==> src/rtl/vai_mgr_csr.sv <==
// rtl/vai_mgr_csr.sv - Manager CSR block for the VAI mux: MMIO decode, sub-AFU offsets, enables, reset pulses
// Optional per-sub-AFU RESET write counters at 0x200 are built when VAI_MGR_RSTCNT_EN is defined.
module vai_mgr_csr #(
   parameter int           NUM_SUB_AFUS = 8,
   parameter int           RESET_CYCLES = 16,
   parameter logic [127:0] MGR_ID       = 128'hd1d383aaca4c4c60a0a013a421139e69
) (
   input  logic                          clk,
   input  logic                          reset,
   input  logic                          mmio_rd_valid,
   input  logic                          mmio_wr_valid,
   input  logic [15:0]                   mmio_addr,
   input  logic [8:0]                    mmio_tid,
   input  logic [63:0]                   mmio_wdata,
   output logic                          rsp_valid,
   output logic [8:0]                    rsp_tid,
   output logic [63:0]                   rsp_data,
   output logic [NUM_SUB_AFUS-1:0][63:0] offset_array,
   output logic [NUM_SUB_AFUS-1:0]       sub_afu_enable,
   output logic [NUM_SUB_AFUS-1:0]       sub_afu_reset
);
   typedef enum logic [3:0] {
      K_NONE, K_DFH, K_IDLO, K_IDHI, K_RST, K_EN, K_INFO, K_OFF, K_CNT
   } kind_t;

   logic        s1_rd, s1_wr;
   logic [15:0] s1_addr;
   logic [8:0]  s1_tid;
   logic [63:0] s1_wdata;

   logic        s2_rd, s2_wr;
   kind_t       s2_kind;
   logic [5:0]  s2_idx;
   logic [8:0]  s2_tid;
   logic [63:0] s2_wdata;

   kind_t       dec_kind;
   logic [5:0]  dec_idx;
   logic        idx_ok;
   logic [63:0] rd_data;

   logic [NUM_SUB_AFUS-1:0][15:0] cnt;
`ifdef VAI_MGR_RSTCNT_EN
   logic [NUM_SUB_AFUS-1:0][31:0] rst_count;
`endif

   // T1: capture request; a simultaneous read is dropped in favour of the write
   always_ff @(posedge clk) begin
      if (reset) begin
         s1_rd    <= 1'b0;
         s1_wr    <= 1'b0;
         s1_addr  <= '0;
         s1_tid   <= '0;
         s1_wdata <= '0;
      end else begin
         s1_rd    <= mmio_rd_valid & ~mmio_wr_valid;
         s1_wr    <= mmio_wr_valid;
         s1_addr  <= mmio_addr;
         s1_tid   <= mmio_tid;
         s1_wdata <= mmio_wdata;
      end
   end

   assign idx_ok = ({26'd0, s1_addr[6:1]} < NUM_SUB_AFUS);

   always_comb begin
      dec_kind = K_NONE;
      dec_idx  = s1_addr[6:1];
      if (!s1_addr[0]) begin
         if (s1_addr[15:7] == 9'd0) begin
            case (s1_addr[6:1])
               6'd0:    dec_kind = K_DFH;
               6'd1:    dec_kind = K_IDLO;
               6'd2:    dec_kind = K_IDHI;
               6'd3:    dec_kind = K_RST;
               6'd4:    dec_kind = K_EN;
               6'd5:    dec_kind = K_INFO;
               default: dec_kind = K_NONE;
            endcase
         end else if (s1_addr[15:7] == 9'd2 && idx_ok) begin
            dec_kind = K_OFF;
         end
`ifdef VAI_MGR_RSTCNT_EN
         else if (s1_addr[15:7] == 9'd4 && idx_ok) begin
            dec_kind = K_CNT;
         end
`endif
      end
   end

   // T2: registered decode
   always_ff @(posedge clk) begin
      if (reset) begin
         s2_rd    <= 1'b0;
         s2_wr    <= 1'b0;
         s2_kind  <= K_NONE;
         s2_idx   <= '0;
         s2_tid   <= '0;
         s2_wdata <= '0;
      end else begin
         s2_rd    <= s1_rd;
         s2_wr    <= s1_wr;
         s2_kind  <= dec_kind;
         s2_idx   <= dec_idx;
         s2_tid   <= s1_tid;
         s2_wdata <= s1_wdata;
      end
   end

   // Read data is taken from live registers at T3 so a read right behind a write sees the new value
   always_comb begin
      rd_data = '1;
      case (s2_kind)
         K_DFH:   rd_data = 64'h1000_0100_0000_0000;
         K_IDLO:  rd_data = MGR_ID[63:0];
         K_IDHI:  rd_data = MGR_ID[127:64];
         K_RST:   rd_data = 64'(sub_afu_reset);
         K_EN:    rd_data = 64'(sub_afu_enable);
         K_INFO:  rd_data = {32'd0, 16'(RESET_CYCLES), 16'(NUM_SUB_AFUS)};
         K_OFF: begin
            for (int i = 0; i < NUM_SUB_AFUS; i++)
               if (s2_idx == 6'(i)) rd_data = offset_array[i];
         end
`ifdef VAI_MGR_RSTCNT_EN
         K_CNT: begin
            for (int i = 0; i < NUM_SUB_AFUS; i++)
               if (s2_idx == 6'(i)) rd_data = {32'd0, rst_count[i]};
         end
`endif
         default: rd_data = '1;
      endcase
   end

   // T3: commit writes, form response, run reset pulse counters
   always_ff @(posedge clk) begin
      if (reset) begin
         rsp_valid      <= 1'b0;
         rsp_tid        <= '0;
         rsp_data       <= '0;
         offset_array   <= '0;
         sub_afu_enable <= '0;
         cnt            <= '0;
      end else begin
         rsp_valid <= s2_rd;
         rsp_tid   <= s2_rd ? s2_tid : 9'd0;
         rsp_data  <= s2_rd ? rd_data : 64'd0;
         for (int i = 0; i < NUM_SUB_AFUS; i++) begin
            if (s2_wr && s2_kind == K_RST && s2_wdata[i])
               cnt[i] <= 16'(RESET_CYCLES);
            else if (cnt[i] != 16'd0)
               cnt[i] <= cnt[i] - 16'd1;
            if (s2_wr && s2_kind == K_OFF && s2_idx == 6'(i))
               offset_array[i] <= s2_wdata;
         end
         if (s2_wr && s2_kind == K_EN)
            sub_afu_enable <= s2_wdata[NUM_SUB_AFUS-1:0];
      end
   end

   always_comb begin
      sub_afu_reset = '0;
      for (int i = 0; i < NUM_SUB_AFUS; i++)
         sub_afu_reset[i] = (cnt[i] != 16'd0);
   end

`ifdef VAI_MGR_RSTCNT_EN
   always_ff @(posedge clk) begin
      if (reset) begin
         rst_count <= '0;
      end else begin
         for (int i = 0; i < NUM_SUB_AFUS; i++) begin
            if (s2_wr && s2_kind == K_CNT && s2_idx == 6'(i))
               rst_count[i] <= 32'd0;
            else if (s2_wr && s2_kind == K_RST && s2_wdata[i] && rst_count[i] != 32'hFFFF_FFFF)
               rst_count[i] <= rst_count[i] + 32'd1;
         end
      end
   end
`endif

endmodule

==> config.mk <==
export PLATFORM = sky130hd
export DESIGN_NAME = vai_mgr_csr
export DESIGN_NICKNAME = d
export VERILOG_FILES = /design/src/rtl/vai_mgr_csr.sv
export SDC_FILE = /design/constraint.sdc
export NUM_CORES = 2
export LEC_CHECK = 0
export CORE_ASPECT_RATIO = 0.7
export CORE_MARGIN = 8
export CORE_UTILIZATION = 48
export CTS_CLUSTER_SIZE = 28
export DETAILED_ROUTE_END_ITERATION = 8
export PLACE_DENSITY = 0.77
export SYNTH_ARGS = -nofsm -noshare
export SYNTH_HDL_FRONTEND = slang
export SYNTH_SLANG_ARGS = --single-unit
==> constraint.sdc <==
create_clock -name clk -period 3 [get_ports clk]
set_input_delay 0.3 -clock clk [delete_from_list [all_inputs] [get_ports clk]]
set_output_delay 0.3 -clock clk [all_outputs]
set_load 0.05 [all_outputs]
==> results.json <==
{
  "status": "complete, no violations",
  "drive_above_1_share_pct": 7.427,
  "grt_max_degree": 227,
  "die_h_um": 242.8,
  "drc": 0,
  "max_stage_delay_ns": 0.50,
  "synthCells": 4254,
  "post-route-period-util_pct": 94.94,
  "crit_path_end_kind": "output port",
  "leakage_nw": 15.85,
  "syn_area_per_cell_um2": 8.292,
  "dpl.hpwl_mm": 96.29,
  "syn_nets": 4355,
  "reg2reg_from": "s2_idx[5]",
  "synth_flop_cell": "dfxtp_1",
  "htreeDepth": 3,
  "num_vias": 34780,
  "finalSetupViolations": 0,
  "ir_worst_vdd_v": 0.0004222,
  "clock_latency_ns": 0.67,
  "final_util_pct": 62.85,
  "clockPowerShare_pct": 37.0,
  "max-slew-margin-rel_pct": 5.399,
  "cp.arrival_ns": 2.55,
  "ios": 695,
  "cts_root_buf": "clkbuf_16",
  "worst_pin_slew_ns": 1.419,
  "initial_core_util_pct": 48.31,
  "slowest_stage": "dlygate4sd2_1",
  "powerDensity_mw_per_mm2": 680.5,
  "die_w_um": 340,
  "period_minus_slack_ns": 2.848,
  "viasPerCell": 5.983,
  "grt_pass1_vias": 32280,
  "r2r_cells": 6,
  "yosysWarnings": 0,
  "rows": 83,
  "fin_setup_tns_ns": 0,
  "drtAntennaViolNets": 0,
  "start_kind": "flop",
  "finalNetCount": 4867,
  "cp_top_family": "simple AND/OR/NAND/NOR gates",
  "p_sw_share_pct": 29.96,
  "crit_start": "cnt[39]",
  "fmax_ghz": 0.3511,
  "cp_num_buf_inv": 1,
  "overflow": 0,
  "finalClockSkew_ns": 0.03374,
  "routed_wl_mm": 146.1,
  "place.gp.congestion": 0.9005,
  "routedWlPerCell_um": 25.13,
  "finalHoldViolCount": 0,
  "syn_area_mm2": 0.03527,
  "clockBufferDepth": 3,
  "area_growth_syn_to_layout_pct": 30.09,
  "crit_path_end": "sub_afu_reset[2]",
  "crit_required_ns": 2.70,
  "synth_top_cell_by_area": "dfxtp_1",
  "yosys-top-cells-area": "dfxtp_1 51%, nand2_1 12%, a21oi_1 8.1%",
  "ys_seq_area_share_pct": 50.91,
  "cts_num_sinks": 897,
  "fin_cells": 5812,
  "internal-power_mw": 21.87,
  "power.total_mw": 31.22,
  "clkTransAtPathRegs_ns": 0.06,
  "crit_type": "reg2out",
  "rsz0062_at_grt": "false",
  "cp_num_cells": 4,
  "ys_seq_elements": 897,
  "r2r-end": "rsp_data[34]",
  "p_comb_share_pct": 19.8,
  "synth_top_area_share_pct": 50.91,
  "hold_class": "in2reg",
  "seqPwrFrac_pct": 43.2,
  "port_buffers": 694,
  "cp_max_fo": 6,
  "synth_edf_count": 0,
  "drv_slew": 0,
  "tritoncts": "yes",
  "core_mm2": 0.07301,
  "design_area_mm2": 0.04589,
  "reg2reg_setup_slack_ns": 0.26,
  "numCtsBuffers": 86,
  "worstPathCellList": "nor4_1, nor2b_2, nand3_1, dlygate4sd2_1",
  "place_area_mm2": 0.04291,
  "gr-usage-all-layers_pct": 33.18,
  "die_area_mm2": 0.08255,
  "first_pass_iters": 6,
  "synth.distinct_cells": 69,
  "max_cap_violations": 0,
  "grt_pass1_wl_mm": 212.5,
  "async_flop_share_pct": 0,
  "drt_iter0_drc": 4670,
  "antenna_found_initial": 2,
  "dp_cells": 5654,
  "power.switching_mw": 9.355
}
through the flow:
stage,setup WS [ns],hold WS (ns)
2_1_floorplan,0.6255,0.3761
3_3_place_gp,0.4128,0.4066
3_5_place_dp,0.3155,0.4146
4_1_cts,0.01851,0.1615
5_1_grt,0.008904,0.1749
6_report,0.1517,0.1793
cells in the final DEF, fill, tap and decap left out, types with 18 or more instances in the layout:
cell type and count:
or3_1 37, nand3_1 28, dfxtp_1 895, nor2b_1 179, xnor2_1 28, o211ai_1 28
nor3_1 35, or4_1 50, clkbuf_16 88, o32a_1 28, clkdlybuf4s50_1 685, nand2_1 1096
mux2_2 66, inv_1 22, buf_4 77, clkbuf_1 24, o22ai_1 142, o21ai_0 75
a21oi_1 571, o311ai_0 34, o221ai_1 33, buf_12 20, nor4_1 18, xor2_1 47
nor2_1 258
flip-flops by register name, indices dropped and copies added, names as in the netlist:
register and flops:
offset_array 512, cnt 128, rsp_data 64, s1_wdata 64
s2_wdata 64, s1_addr 16, rsp_tid 9, s1_tid 9
s2_tid 9, sub_afu_enable 8, s2_idx 6, s2_kind 3
rsp_valid 1, s1_rd 1, s1_wr 1, s2_rd 1
s2_wr 1
cell usage after synthesis, types with 8 or more instances:
library cell,instances
nand2_1,1097
dfxtp_1,897
a21oi_1,571
nor2_1,260
clkbuf_1,248
nor2b_1,180
o22ai_1,142
o21ai_0,76
mux2_2,66
buf_4,61
or4_1,52
xor2_1,47
buf_2,44
or3_1,43
nor3_1,36
o311ai_0,34
o221ai_1,33
nand3_1,32
o211ai_1,28
o32a_1,28
xnor2_1,28
inv_1,23
nor4_1,21
and2_1,16
nand4_1,15
a211oi_1,13
nand2b_1,13
buf_1,12
nand4b_1,12
o31ai_1,12
mux2i_1,11
a21o_1,8
and3_1,8
ha_1,8
nand3b_1,8
or2_2,8
worst min path at each step:
stage                    from      endpoint  slack, ns  cells past startpoint
2_1_floorplan   mmio_wr_valid         s1_rd       0.38                      1
3_3_place_gp        s2_tid[6]    rsp_tid[6]       0.41                      1
3_5_place_dp        s2_tid[6]    rsp_tid[6]       0.41                      1
4_1_cts        mmio_wdata[24]  s1_wdata[24]       0.16                      2
5_1_grt        mmio_wdata[24]  s1_wdata[24]       0.17                      2
6_report       mmio_wdata[37]  s1_wdata[37]       0.18                      2
cell type report:
class | count | area [µm²]
tap | 977 | 1222
clock inverter | 30 | 460.4
antenna | 1 | 2.502
timing repair buffer | 790 | 7905
fill | 6092 | 27120
multi-input combinational | 2968 | 15760
inverter | 23 | 86.33
sequential | 897 | 17960
clock buffer | 126 | 2485
what timing repair did:
item                                    4_1_cts  5_1_grt
hold endpoints to repair                     27        0
endpoints found under the setup margin        5        6
gates resized for setup                       7       11
hold buffers                                  1        0
setup buffers                                 0        0
cells by family after synthesis:
kind of cell,synth area share [%]
AO/OA/AOI/OAI,16.19
XOR/XNOR,1.862
adder cells (fa/ha/maj),0.2838
buffers and inverters,4.966
flip-flops,50.91
multiplexers,2.675
AND/OR/NAND/NOR,23.12
power by group through the flow:
stage,Clock [mW],Sequential [mW],Combinational [mW]
finish,11.6,13.5,6.18
global route,12.1,13.6,6.81
CTS,11.6,13.5,6.08
detailed placement,0,13.7,6.04
global placement,0,13.7,5.92
floorplan,0,13.5,4.60
metal layers:
metal	wire length (µm)	global-route usage, %	up-vias
li1	-	-	15470
met1	55580	43.16	16410
met2	63050	50.02	2436
met3	19660	10.57	459
met4	7763	15.24	0
met5	0	0	-
(Power assumes the default switching activity.)
